<file path="src/rtl/cart_mbc_pkg.sv">
// Shared constants and types for the MBC1-style cartridge mapper.
// Address regions, the boot-disable register address and the read-source encoding.
package cart_mbc_pkg;

   localparam logic [15:0] ROM0_BASE = 16'h0000;
   localparam logic [15:0] ROM0_LAST = 16'h3FFF;
   localparam logic [15:0] ROMX_BASE = 16'h4000;
   localparam logic [15:0] ROMX_LAST = 16'h7FFF;
   localparam logic [15:0] ERAM_BASE = 16'hA000;
   localparam logic [15:0] ERAM_LAST = 16'hBFFF;
   localparam logic [15:0] BOOT_OFF  = 16'hFF50;

   // Register-write windows inside 0x0000-0x7FFF, selected by addr[14:13]
   localparam logic [1:0] WR_RAM_EN  = 2'd0;
   localparam logic [1:0] WR_BANK_LO = 2'd1;
   localparam logic [1:0] WR_BANK_HI = 2'd2;
   localparam logic [1:0] WR_MODE    = 2'd3;

   typedef enum logic [1:0] {
      SRC_BOOT,
      SRC_ROM,
      SRC_RAM,
      SRC_FF
   } src_e;

   function automatic logic in_region(input logic [15:0] a, input logic [15:0] lo,
                                      input logic [15:0] hi);
      return (a >= lo) && (a <= hi);
   endfunction

endpackage

</file>
<file path="src/rtl/mbc1_regs.sv">
// MBC1 control registers (boot/RAM enables, bank and mode) and the derived
// ROM/RAM bank numbers for the current bus address.
module mbc1_regs
   import cart_mbc_pkg::*;
#(
   parameter int unsigned ROM_BANKS = 2,
   parameter int unsigned RAM_BANKS = 1,
   localparam int unsigned ROM_BW = $clog2(ROM_BANKS)
) (
   input  logic              clk,
   input  logic              rst,
   input  logic              wr_i,
   input  logic [15:0]       addr_i,
   input  logic [7:0]        wdata_i,
   output logic              boot_en_o,
   output logic              ram_en_o,
   output logic [ROM_BW-1:0] rom_bank_o,
   output logic [1:0]        ram_bank_o
);

   localparam logic [6:0] ROM_MASK = 7'(ROM_BANKS - 1);
   localparam logic [1:0] RAM_MASK = 2'(((RAM_BANKS > 1) ? RAM_BANKS : 1) - 1);

   logic       boot_en_q, boot_en_d;
   logic       ram_en_q, ram_en_d;
   logic       mode_q, mode_d;
   logic [4:0] bank_lo_q, bank_lo_d;
   logic [1:0] bank_hi_q, bank_hi_d;
   logic [6:0] rom_bank_full;
   logic [6:0] rom_bank_masked;

   always_comb begin
      boot_en_d = boot_en_q;
      ram_en_d  = ram_en_q;
      mode_d    = mode_q;
      bank_lo_d = bank_lo_q;
      bank_hi_d = bank_hi_q;
      if (wr_i && !addr_i[15]) begin
         unique case (addr_i[14:13])
            WR_RAM_EN:  ram_en_d  = (wdata_i[3:0] == 4'hA);
            // Bank 0 is never selectable in the switchable window
            WR_BANK_LO: bank_lo_d = (wdata_i[4:0] == 5'd0) ? 5'd1 : wdata_i[4:0];
            WR_BANK_HI: bank_hi_d = wdata_i[1:0];
            WR_MODE:    mode_d    = wdata_i[0];
         endcase
      end
      // Boot overlay can only be switched off; only reset brings it back
      if (wr_i && (addr_i == BOOT_OFF) && (wdata_i != 8'd0)) begin
         boot_en_d = 1'b0;
      end
   end

   always_ff @(posedge clk or posedge rst) begin
      if (rst) begin
         boot_en_q <= 1'b1;
         ram_en_q  <= 1'b0;
         mode_q    <= 1'b0;
         bank_lo_q <= 5'd1;
         bank_hi_q <= 2'd0;
      end else begin
         boot_en_q <= boot_en_d;
         ram_en_q  <= ram_en_d;
         mode_q    <= mode_d;
         bank_lo_q <= bank_lo_d;
         bank_hi_q <= bank_hi_d;
      end
   end

   always_comb begin
      if (addr_i[14]) begin
         rom_bank_full = {bank_hi_q, bank_lo_q};
      end else begin
         rom_bank_full = mode_q ? {bank_hi_q, 5'd0} : 7'd0;
      end
      rom_bank_masked = rom_bank_full & ROM_MASK;
   end

   assign rom_bank_o = ROM_BW'(rom_bank_masked);
   assign ram_bank_o = (mode_q ? bank_hi_q : 2'd0) & RAM_MASK;
   assign boot_en_o  = boot_en_q;
   assign ram_en_o   = ram_en_q;

endmodule

</file>
<file path="src/rtl/cart_mbc.sv">
// Cartridge mapper top: address decode, boot ROM overlay and the one-cycle
// registered read path feeding rdata from boot ROM, cartridge ROM or external RAM.
module cart_mbc
   import cart_mbc_pkg::*;
#(
   parameter int unsigned ROM_BANKS = 2,
   parameter int unsigned RAM_BANKS = 1,
   parameter int unsigned BOOT_SIZE = 256,
   localparam int unsigned ROM_BW  = $clog2(ROM_BANKS),
   localparam int unsigned ROM_AW  = 14 + ROM_BW,
   localparam int unsigned BOOT_AW = $clog2(BOOT_SIZE),
   localparam int unsigned RAM_AW  = 13 + $clog2((RAM_BANKS > 1) ? RAM_BANKS : 1)
) (
   input  logic               clk,
   input  logic               rst,
   input  logic [15:0]        addr,
   input  logic [7:0]         wdata,
   input  logic               wr,
   input  logic               rd,
   output logic [7:0]         rdata,
   output logic               rdata_valid,
   output logic [ROM_AW-1:0]  rom_addr,
   input  logic [7:0]         rom_data,
   output logic [BOOT_AW-1:0] boot_addr,
   input  logic [7:0]         boot_data,
   output logic [RAM_AW-1:0]  ram_addr,
   output logic [7:0]         ram_wdata,
   output logic               ram_we,
   input  logic [7:0]         ram_data
);

   localparam logic        HAS_RAM    = (RAM_BANKS > 0);
   localparam logic [16:0] BOOT_LIMIT = 17'(BOOT_SIZE);

   logic              boot_en;
   logic              ram_en;
   logic [ROM_BW-1:0] rom_bank;
   logic [1:0]        ram_bank;
   logic              in_rom;
   logic              in_eram;
   logic              in_boot;
   logic              rd_take;
   src_e              src_d, src_q;
   logic              pend_q;
   logic [7:0]        hold_q;
   logic [7:0]        rdata_mux;

   mbc1_regs #(
      .ROM_BANKS (ROM_BANKS),
      .RAM_BANKS (RAM_BANKS)
   ) u_regs (
      .clk        (clk),
      .rst        (rst),
      .wr_i       (wr),
      .addr_i     (addr),
      .wdata_i    (wdata),
      .boot_en_o  (boot_en),
      .ram_en_o   (ram_en),
      .rom_bank_o (rom_bank),
      .ram_bank_o (ram_bank)
   );

   assign in_rom  = in_region(addr, ROM0_BASE, ROMX_LAST);
   assign in_eram = in_region(addr, ERAM_BASE, ERAM_LAST);
   assign in_boot = boot_en && ({1'b0, addr} < BOOT_LIMIT);

   // Memories are synchronous-read, so addresses go out in the request cycle
   assign rom_addr  = {rom_bank, addr[13:0]};
   assign boot_addr = addr[BOOT_AW-1:0];
   assign ram_addr  = RAM_AW'({ram_bank, addr[12:0]});
   assign ram_wdata = wdata;
   assign ram_we    = wr & ram_en & HAS_RAM & in_eram & ~rst;

   // A simultaneous write wins; the read is dropped
   assign rd_take = rd & ~wr;

   always_comb begin
      src_d = SRC_FF;
      if (in_rom) begin
         src_d = in_boot ? SRC_BOOT : SRC_ROM;
      end else if (in_eram && ram_en && HAS_RAM) begin
         src_d = SRC_RAM;
      end
   end

   always_ff @(posedge clk or posedge rst) begin
      if (rst) begin
         pend_q <= 1'b0;
         src_q  <= SRC_FF;
         hold_q <= 8'h00;
      end else begin
         pend_q <= rd_take;
         if (rd_take) begin
            src_q <= src_d;
         end
         if (pend_q) begin
            hold_q <= rdata_mux;
         end
      end
   end

   always_comb begin
      rdata_mux = 8'hFF;
      unique case (src_q)
         SRC_BOOT: rdata_mux = boot_data;
         SRC_ROM:  rdata_mux = rom_data;
         SRC_RAM:  rdata_mux = ram_data;
         SRC_FF:   rdata_mux = 8'hFF;
      endcase
   end

   assign rdata       = pend_q ? rdata_mux : hold_q;
   assign rdata_valid = pend_q;

endmodule

</file>
<file path="config.mk">
export PLATFORM = sky130hd
export DESIGN_NAME = cart_mbc
export DESIGN_NICKNAME = d
export VERILOG_FILES = /design/src/rtl/cart_mbc_pkg.sv /design/src/rtl/mbc1_regs.sv /design/src/rtl/cart_mbc.sv
export SDC_FILE = /design/constraint.sdc
export NUM_CORES = 1
export LEC_CHECK = 0
export CAP_MARGIN = 20
export CORE_UTILIZATION = 55
export CTS_BUF_LIST = sky130_fd_sc_hd__clkbuf_4 sky130_fd_sc_hd__clkbuf_8
export CTS_CLUSTER_DIAMETER = 200
export DETAILED_ROUTE_END_ITERATION = 10
export DONT_BUFFER_PORTS = 1
export PLACE_DENSITY = 0.79
export SETUP_SLACK_MARGIN = 0.5
export SYNTH_ARGS = -nofsm -noshare
export SYNTH_HDL_FRONTEND = slang
export SYNTH_HIERARCHICAL = 1
export SYNTH_SLANG_ARGS = --single-unit
</file>
<file path="constraint.sdc">
create_clock -name clk -period 1.49 [get_ports clk]
set_clock_uncertainty 0.1 [all_clocks]
set_input_delay 0.149 -clock clk [delete_from_list [all_inputs] [get_ports clk]]
set_output_delay 0.149 -clock clk [all_outputs]
set_load 0.01 [all_outputs]
</file>
* Word-level counts from Yosys, hierarchy flattened
Cells that the tools add are included.
** Word-level totals
- Bits in registers :: 14
- Input port bits :: 52
- Output and inout port bits :: 54
- Word-level logic and storage cells :: 44
** Operators by class
- Magnitude comparators :: 5
- Eq/ne operators :: 6
- Mux-type cells :: 7
- Bitwise logic cells :: 6
- Reductions and logical operators :: 14
** Operators with widths (number)
- case mux 8 bit (4 select lines) :: 1
- equality test 16 bit, second input constant :: 1
- >= comparator 16 x 1 -> 1 bit, second input constant :: 1
- >= comparator 16 bit, second input constant :: 1
- less-or-equal comparator 16 x 15 -> 1 bit, second input constant :: 1
- less-or-equal comparator 16 bit, second input constant :: 1
- less-than comparator 16 x 9 -> 1 bit, second input constant :: 1
- two-way mux 8 bit :: 1
- nonzero test 8 bit :: 1
- logical AND 1 bit :: 7
- logical NOT 5 bit :: 1
- bitwise AND 1 bit :: 4
- equality test 2 x 1 -> 1 bit, second input constant :: 2
- equality test 2 bit, second input constant :: 2
- equality test 4 bit, second input constant :: 1
- logical NOT 2 bit :: 2
- two-way mux 1 bit :: 4
- AND reduction 2 bit :: 2
- two-way mux 2 bit :: 1
- inverter 1 bit :: 2
- logical NOT 1 bit :: 1

* Logic depth before layout (Yosys ltp)
Gate-level depths: netlist of run 1.
- Word-level depth :: 5
- Depth in mapped cells :: 5
- Depth with buffers taken out :: 3

* By module
The synthesis of run 1 kept the hierarchy.
** Modules (own cells, without submodules)
- cart_mbc :: times used 1, cells an instance 102, area an instance 992.2 um^2, seq. area each 277.8 um^2
- mbc1_regs :: times used 1, cells an instance 27, area an instance 240.2 um^2, seq. area each 77.6 um^2

* Worst setup path before layout of run 1
Ideal clock, no wire load.
- Kind :: reg2reg
- Start point :: register src_q[0]
- End point :: register hold_q[0]
- Setup time :: 0.156 ns
- Arrival :: 1.229 ns
- Data required time :: 1.234 ns
- Path slack :: 0.005 ns
- Stages on the path, launching flop included :: 5
- Path buffers :: 1
- Period minus slack after synthesis :: 1.485 ns
- Cells stage by stage :: dfstp_2 > buf_6 > mux2_4 > o221ai_1 > o21ai_1
** Between the ends
- Longest elaborated chain between the ends :: 3
- Elaborated cells on any way between the ends :: 6
- Classes of those cells :: 3 x eq/ne; 2 x mux; 1 x reduce/logical
** Ends and longest elaborated chain
- start: declaration :: line cart_mbc.sv:43 : src_e src_d, src_q;
- start signal: assignment :: line cart_mbc.sv:94 : src_q <= src_d;
- equality test 2 bit (tied with other cells) :: line cart_mbc.sv:104 : unique case (src_q)
- case mux 8 bit (4 select lines) * :: line cart_mbc.sv:104
- two-way mux 8 bit *
- named net rdata[0] :: line cart_mbc.sv:20 : output logic [7:0] rdata,
- end signal: assignment :: line cart_mbc.sv:97 : hold_q <= rdata_mux;
- end: declaration :: line cart_mbc.sv:45 : logic [7:0] hold_q;
Mark *: on every way through the listed nets, which the timed path passes. The rest lies on a longest branch.
A chain may end at the register's enable or synchronous reset.

* Final worst setup path of run 1
- Start point :: register src_q[0]
- End point :: output port rdata[7]
** Between the ends
- Longest elaborated chain between the ends :: 3
- Elaborated cells on any way between the ends :: 6
- Classes of those cells :: 3 x eq/ne; 2 x mux; 1 x reduce/logical
** Ends and longest elaborated chain
- equality test 2 bit (tied with other cells) :: line cart_mbc.sv:104
- case mux 8 bit (4 select lines) * :: line cart_mbc.sv:104
- two-way mux 8 bit * :: line cart_mbc.sv:112 : assign rdata = pend_q ? rdata_mux : hold_q;
- end: declaration :: line cart_mbc.sv:20
Mark *: on every way between the ends. The rest lies on a longest branch, timed or not.

==> flow_summary_export.csv, run 1 <==
group,metric,value,unit
run_status,status,"complete, but fails checks",
run_status,violations,"hold timing, setup timing",
sta,setup_ws,-0.324,ns
sta,max_slew_margin,71.4,%
die,die_y,49.0,um
synth,yosys_warnings,6,
pwr,clockPowerShare,23.8,%
final_layout,drive_gt1_share,52.5,%
detailed_routing,drtIter0Drc,6,
final_layout,final_common_cell,"inv_1",
detailed_routing,routedWlPerCell,22.0,um
clock_network,cts_sinks,14,
detailed_routing,ant_nets,0,
global_routing,grt_pass1_vias,878,
clock_network,hold_buffers,7,
global_routing,grt_overflow,0,
die,start_util,60.0,%
placed_design,dp_hpwl,1.76,mm
final_layout,stdcell_area,1270,sq um
sta,rsz0062_at_grt,"yes",
synth,syn-cell-area,1210,sq um
final_layout,instances_no_fill,126,
pwr,total_power,1.14,mW
pwr,internal_power,796,uW
sta,fin_crit_sh,122,%
synth,syn-num-nets,178,
clock_network,clockBufferDepth,2,
die,die_w,49.0,um
detailed_routing,drc,0,
die,die_area,2400,sq um
detailed_routing,wl,2.77,mm
die,ioPinCount,106,
setup_path,crit_type,"register to output pin",
final_layout,final_cell_mix,"12 x inv_1, 9 x mux2_4, 9 x dfrtp_1, 7 x o21ai_2, 6 x o221ai_2",
clock_network,clock_latency,0.28,ns
detailed_routing,drtPass1Iterations,4,
sta,fin_crit,1.81,ns
global_routing,antenna_found_initial,0,
global_routing,grt_max_degree,18,
setup_path,start_kind,"register",
synth,syn_area_per_cell,9.63,sq um
pwr,p_switching,344,uW
pwr,p_per_area,899,nW/um^2
detailed_routing,wl_met2,1.54,mm
final_layout,nFillCells,151,
setup_path,regToRegSetupSlack,-0.02,ns
clock_network,root_buffer,"clkbuf_4",
placed_design,finalWeightedCongestion,0.706,
setup_path,crit_arrival,1.57,ns
setup_path,cp.required,1.24,ns
placed_design,dp_cells,109,
placed_design,place_area,987,sq um
final_layout,antenna_cells,0,
clock_network,path_clk_slew,0.08,ns
final_layout,area_growth,4.54,%
sta,setup-violations-final,11,
run,cap_violations,0,
die,num_rows,16,
sta,hold_slack,-0.0839,ns
clock_network,htreeDepth,1,
sta,finalHoldViolCount,6,
clock_network,cts_buffers,3,
setup_path,crit_fanout,8,
detailed_routing,routed_via_density,6.36,
pwr,combPwrFrac,34.7,%
pwr,seqPwrFrac,41.5,%
detailed_routing,wl_met1,973,um
sta,slew_viol_final,0,
detailed_routing,highest_layer,"met4",
global_routing,grt_pass1_wl,3.98,mm
final_layout,nets,152,
sta,fmax,551,MHz
global_routing,grt_use_total,22.3,%
setup_path,end_kind,"output pin",
placed_design,io_buffers,0,
worst_hold_path,min_path_type,"input port to register",
pwr,power.share.switching,30.2,%
synth,synth_cells,126,
pwr,peakVddDrop,0.626,mV
detailed_routing,wl_met3,184,um
detailed_routing,vias,801,
clock_network,cts_tree,"built",
die,core_area,2020,sq um
pwr,p_leak,0.554,nW
sta,tightest_slew,0.429,ns
==> final cells by class <==
type,count,area [sq um],share of cell area (%)
inverter,12,45.0,3.55
tap,27,33.8,2.66
timing repair buffer,17,225,17.8
multi-input combinational,52,572,45.1
sequential,14,357,28.1
clock buffer,4,36.3,2.86
==> final timing paths <==
kind,depth (start not counted),from,to
max reg2reg,4,src_q[0],hold_q[7]
min in group asynchronous,2,rst,u_regs/ram_en_o
max,4,src_q[0],rdata[7]
min reg2reg,2,u_regs/boot_en_o,u_regs/boot_en_o
min,3,wdata[7],u_regs/boot_en_o
max in group asynchronous,2,rst,src_q[0]
==> registers in the layout, summed over array words and instances (netlist names) <==
name / count
hold_q: 8
rdata_valid: 1
src_q: 2
u_regs/bank_lo_q: 1
u_regs/boot_en_o: 1
u_regs/ram_en_o: 1
==> what timing repair did <==
action | CTS | global route
endpoints found under the setup margin | 21 | 23
pin swaps | 2 | 7
buffers inserted | 4 | 0
resized for setup | 8 | 13
gates cloned | 1 | 1
endpoints found under the hold margin | 24 | 8
==> metal layers <==
| metal | track usage (%) | vias to the layer above |
|---|---|---|
| li1 | - | 344 |
| met1 | 23.5 | 389 |
| met2 | 41.4 | 58 |
| met3 | 7.48 | 10 |
| met4 | 6.37 | 0 |
| met5 | 0 | - |
==> through the flow <==
stage                     setup WS [ns]  TNS (ns)  utilization (%)
after CTS                        -0.316     -2.32             58.8
after global placement          -0.0431    -0.337             48.8
final                            -0.324     -2.44             62.7
after global routing             -0.399     -3.28             62.7
after detailed placement        -0.0729    -0.770             48.8
after floorplan                  0.0303         0                -
==> power groups by stage <==
stage	registers (mW)	logic [mW]	clock network (mW)
3_5_place_dp	0.486	0.271	0
4_1_cts	0.473	0.366	0.277
5_1_grt	0.478	0.427	0.300
6_report	0.473	0.396	0.272
2_1_floorplan	0.467	0.375	0
3_3_place_gp	0.481	0.262	0
==> critical path, stage by stage (launching register included) <==
cell,delay [ns]
dfstp_2,0.57
buf_12,0.13
mux2_4,0.32
o221ai_4,0.16
o21ai_2,0.11
Note: power is estimated with default switching activity, not from simulation.
==> inputs of run 2 (changes only) <==
Settings changed: ABC_CLOCK_PERIOD_IN_PS set to 2200, CORE_MARGIN set to 4, PLACE_DENSITY 0.79 to 0.76.
Clock period 1.49 ns to 2.2 ns, I/O delays scaled along.
==> flow_summary_export.csv, run 2 (same netlist as run 1, synthesis figures left out) <==
group,metric,value,unit
run_status,status,"finished clean",
clock_network,path_clk_slew,0.10,ns
final_layout,largest_reg_flops,8,
sta,slew_viol_final,0,
clock_network,cts_buffers,3,
final_layout,area_growth,-3.81,%
die,num_rows,16,
sta,tightest_slew,0.540,ns
final_layout,drive_gt1_share,45.3,%
sta,setup_ws,0.271,ns
setup_path,crit_arrival,1.61,ns
global_routing,grt_pass1_wl,3.84,mm
global_routing,grt_pass1_vias,781,
worst_hold_path,min_path_type,"input port to register",
detailed_routing,drc,0,
die,die_area,3020,sq um
clock_network,clock_latency,0.29,ns
global_routing,grt_overflow,0,
detailed_routing,drtPass1Iterations,4,
die,core_area,2020,sq um
sta,finalHoldViolCount,0,
pwr,p_leak,0.487,nW
clock_network,root_buffer,"clkbuf_4",
final_layout,reg_top3,"hold_q: 8 flops, src_q: 2 flops",
detailed_routing,routedWlPerCell,23.8,um
pwr,peakVddDrop,0.409,mV
placed_design,place_area,885,sq um
global_routing,grt_max_degree,18,
final_layout,stdcell_area,1170,sq um
clock_network,cts_sinks,14,
sta,fin_crit_sh,87.7,%
detailed_routing,vias,759,
sta,setup_tns,0,ns
setup_path,end_kind,"output pin",
die,start_util,60.0,%
clock_network,htreeDepth,1,
setup_path,start_kind,"register",
final_layout,nFillCells,171,
final_layout,nets,148,
final_layout,final_common_cell,"inv_1",
sta,fin_crit,1.93,ns
placed_design,pre_cts_ws,0.423,ns
final_layout,regMostFlops,"hold_q",
global_routing,grt_use_total,18.4,%
setup_path,crit_type,"register to output pin",
setup_path,path_cells,"buf_12, mux2_4, o221ai_4, o21ai_2",
setup_path,critPathMaxStageDelay,0.58,ns
sta,setup-violations-final,0,
detailed_routing,drtIter0Drc,10,
setup_path,worst-path-buf-inv,1,
run,cap_violations,0,
pwr,p_per_area,636,nW/um^2
setup_path,critPathSlowestCell,"dfstp_2",
die,ioPinCount,106,
final_layout,antenna_cells,0,
detailed_routing,wl,2.91,mm
global_routing,antenna_found_initial,0,
sta,rsz0062_at_grt,"yes",
setup_path,cp.required,1.88,ns
placed_design,io_buffers,0,
detailed_routing,routed_via_density,6.22,
final_layout,post-route-util,57.7,%
setup_path,cp_top_family,"flip-flops",
clock_network,clockBufferDepth,2,
die,die_w,55.0,um
sta,fmax,518,MHz
placed_design,dp_hpwl,1.99,mm
detailed_routing,ant_nets,0,
setup_path,crit_fanout,7,
die,die_y,55.0,um
final_layout,final_cell_mix,"12 x inv_1, 9 x dlygate4sd3_1, 9 x dfrtp_1, 8 x mux2_4, 8 x o21ai_2",
sta,max_slew_margin,64.0,%
placed_design,finalWeightedCongestion,0.701,
clock_network,cts_tree,"built",
run 2: cell count changes in the layout (fill, tap and decap cells not counted), moves of 2 or more:
cell,previous run,this run
dlygate4sd3_1,2,9
buf_4,5,1
dlymetal6s4s_1,4,1
clkbuf_16,2,0
run 2: power by group:
group | switching (mW) | internal (mW)
clock | 0.0964 | 0.101
combinational | 0.114 | 0.105
sequential | 0.0242 | 0.302
run 2: worst paths after layout:
check,start,endpoint,slack (ns),cells after the start
max in group asynchronous,rst,src_q[0],1.40,2
setup / recovery,src_q[0],rdata[1],0.27,4
setup reg to reg,src_q[0],hold_q[1],0.64,4
min in group asynchronous,rst,u_regs/ram_en_o,0.15,2
hold reg to reg,u_regs/boot_en_o,u_regs/boot_en_o,0.36,2
hold / removal,rd,rdata_valid,0.01,1
run 2: metrics by stage:
stage / hold slack [ns] / instances / power, mW
final: 0.0121 / 122 / 0.742
after global routing: 0.0142 / 122 / 0.774
after CTS: 0.00483 / 122 / 0.729
after detailed placement: -0.112 / 105 / 0.472
after global placement: -0.120 / 105 / 0.464
after floorplan: -0.128 / 126 / 0.541
run 2: per-layer routing:
layer / track usage, % / part of all wire (%) / up-vias
li1: - / - / 342
met3: 5.36 / 8.6 / 9
met1: 23.5 / 36 / 356
met4: 10.5 / 3.1 / 0
met5: 0 / 0 / -
met2: 27.6 / 52 / 52
run 2: what timing repair did:
| action | in CTS | in global routing |
|---|---|---|
| buffers inserted | 3 | 0 |
| cloned | 0 | 0 |
| hold buffers | 10 | 0 |
| hold endpoints to repair | 18 | 0 |
| endpoints found under the setup margin | 11 | 9 |
| pin swaps | 7 | 2 |
| resized for setup | 17 | 5 |
run 2: cell type report:
class	count	area, sq um	area share, %
clock buffers	4	36.3	3.11
inverters	12	45.0	3.86
multi-input cells	52	554	47.5
flip-flops and latches	14	357	30.5
well taps	27	33.8	2.89
repair buffers	13	141	12.1
run 2: worst reg2reg max path, delay by kind of cell, from the launching register on:
kind                   cells  cell delay [ns]
muxes                      1             0.32
AOI/OAI and AO/OA          2             0.28
buffers and inverters      1             0.14
DFF                        1             0.58
==> inputs of run 3 (changes only) <==
Settings changed: ABC_CLOCK_PERIOD_IN_PS 2200 to 2000, CAP_MARGIN 20 to not set, GPL_ROUTABILITY_DRIVEN set to 0.
Clock period 2.2 ns to 2 ns, I/O delays scaled along.
==> flow_summary_export.csv, run 3 (same netlist as run 1, synthesis figures left out) <==
group,metric,value,unit
sta,rsz0062_at_grt,"yes",
clock_network,htreeDepth,1,
detailed_routing,ant_nets,0,
detailed_routing,routedWlPerCell,19.3,um
detailed_routing,wl_met3,260,um
pwr,total_power,797,uW
final_layout,reg_top3,"hold_q: 8 flops, src_q: 2 flops",
clock_network,clock_latency,0.27,ns
setup_path,critPathMaxStageDelay,0.57,ns
die,core_area,2020,sq um
die,die_w,55.0,um
die,die_y,55.0,um
final_layout,final_cell_mix,"12 x inv_1, 11 x dlygate4sd3_1, 10 x dfrtp_1, 8 x mux2_4",
setup_path,crit_fanout,5,
detailed_routing,routed_via_density,6.08,
global_routing,grt_max_degree,18,
detailed_routing,wl_met1,912,um
setup_path,crit_arrival,1.54,ns
final_layout,final_common_cell,"inv_1",
worst_hold_path,holdPathEnd,"hold_q[6]",
sta,fmax,545,MHz
detailed_routing,drtPass1Iterations,4,
final_layout,largest_reg_flops,8,
setup_path,r2r-end,"hold_q[2]",
clock_network,path_clk_slew,0.09,ns
worst_hold_path,min_path_type,"input port to register",
sta,setup_tns,0,ns
sta,max_slew_margin,71.5,%
setup_path,cp_top_family,"flip-flops",
die,num_rows,16,
placed_design,dp_hpwl,1.83,mm
global_routing,grt_pass1_vias,771,
sta,finalHoldViolCount,0,
detailed_routing,wl_met2,1.20,mm
final_layout,drive_gt1_share,44.9,%
setup_path,regToRegSetupSlack,0.51,ns
setup_path,crit_type,"register to output pin",
global_routing,grt_overflow,0,
detailed_routing,drc,0,
sta,setup-violations-final,0,
run_status,status,"finished clean",
clock_network,cts_tree,"built",
clock_network,cts_buffers,3,
setup_path,worst-path-buf-inv,1,
setup_path,path_cells,"buf_12, mux2_4, o221ai_2, o21ai_2",
detailed_routing,drtIter0Drc,3,
clock_network,root_buffer,"clkbuf_4",
sta,fin_crit_sh,91.8,%
setup_path,start_kind,"register",
final_layout,nFillCells,169,
clock_network,cts_sinks,14,
final_layout,area_growth,-2.78,%
setup_path,setup.worst_path.start,"src_q[0]",
placed_design,io_buffers,0,
detailed_routing,vias,760,
pwr,p_leak,0.482,nW
setup_path,critPathSlowestCell,"dfstp_2",
final_layout,nets,151,
die,die_area,3020,sq um
setup_path,end_kind,"output pin",
global_routing,antenna_found_initial,0,
final_layout,regArea,355,sq um
setup_path,ff2ff_path_depth,4,
global_routing,grt_pass1_wl,3.52,mm
detailed_routing,wl,2.41,mm
setup_path,timing.rr.start,"src_q[0]",
worst_hold_path,worstHoldPathCells,2,
die,ioPinCount,106,
final_layout,regMostFlops,"hold_q",
pwr,peakVddDrop,0.412,mV
run,cap_violations,0,
pwr,p_per_area,676,nW/um^2
sta,fin_crit,1.84,ns
setup_path,cp.required,1.70,ns
detailed_routing,highest_layer,"met4",
final_layout,antenna_cells,0,
sta,tightest_slew,0.427,ns
clock_network,clockBufferDepth,2,
final_layout,multi_input_area,549,sq um
global_routing,grt_use_total,16.3,%
worst_hold_path,worstHoldStart,"ram_data[6]",
sta,slew_viol_final,0,
die,start_util,60.0,%
## run 3: per-layer routing
layer	global-route usage (%)	vias to the layer above
met5	0	-
met1	21.4	362
met4	2.83	0
met3	5.36	4
li1	-	342
met2	26.4	52
## run 3: final cells by class
type                       instances  share of cell area [%]
timing repair buffer              16                    13.6
sequential                        14                    30.1
multi-input combinational         52                    46.6
inverter                          12                    3.82
tap                               27                    2.86
clock buffer                       4                    3.08
## run 3: through the flow
step                      instance area (sq um)  util, %  instances  hold WS (ns)  setup slack [ns]
final                                      1180     58.4        125        0.0300             0.164
after global routing                       1180     58.4        125        0.0180            0.0906
after CTS                                  1150     56.9        125        0.0243             0.150
after detailed placement                    975     48.2        108        -0.137             0.278
after global placement                      975     48.2        108        -0.142             0.320
after floorplan                            1280        -        126        -0.148             0.489
## run 3: worst max-delay path by stage
stage	slack, ns	endpoint	cells past startpoint
floorplan	0.49	rdata[6]	4
CTS	0.15	rdata[6]	4
finish	0.16	rdata[6]	4
global placement	0.32	rdata[6]	3
global route	0.09	rdata[6]	4
detailed placement	0.28	rdata[6]	3
## run 3: worst register-to-register path, cell delays in order (launching register included)
cell and delay (ns):
dfstp_2 0.57, buf_4 0.14, mux2_4 0.30, o221ai_2 0.14, o21ai_2 0.12
## run 3: report_power, final
part / internal (mW) / switching, mW
combinational: 0.120 / 0.128
clock: 0.111 / 0.0892
sequential: 0.332 / 0.0174
total: 0.562 / 0.235
## run 3: timing repair
| item | CTS | global route |
|---|---|---|
| setup buffers | 2 | 0 |
| gates resized for setup | 1 | 4 |
| hold endpoints to repair | 16 | 0 |
| hold buffers | 11 | 0 |
| setup endpoints to repair | 16 | 16 |
| pin swaps | 0 | 1 |
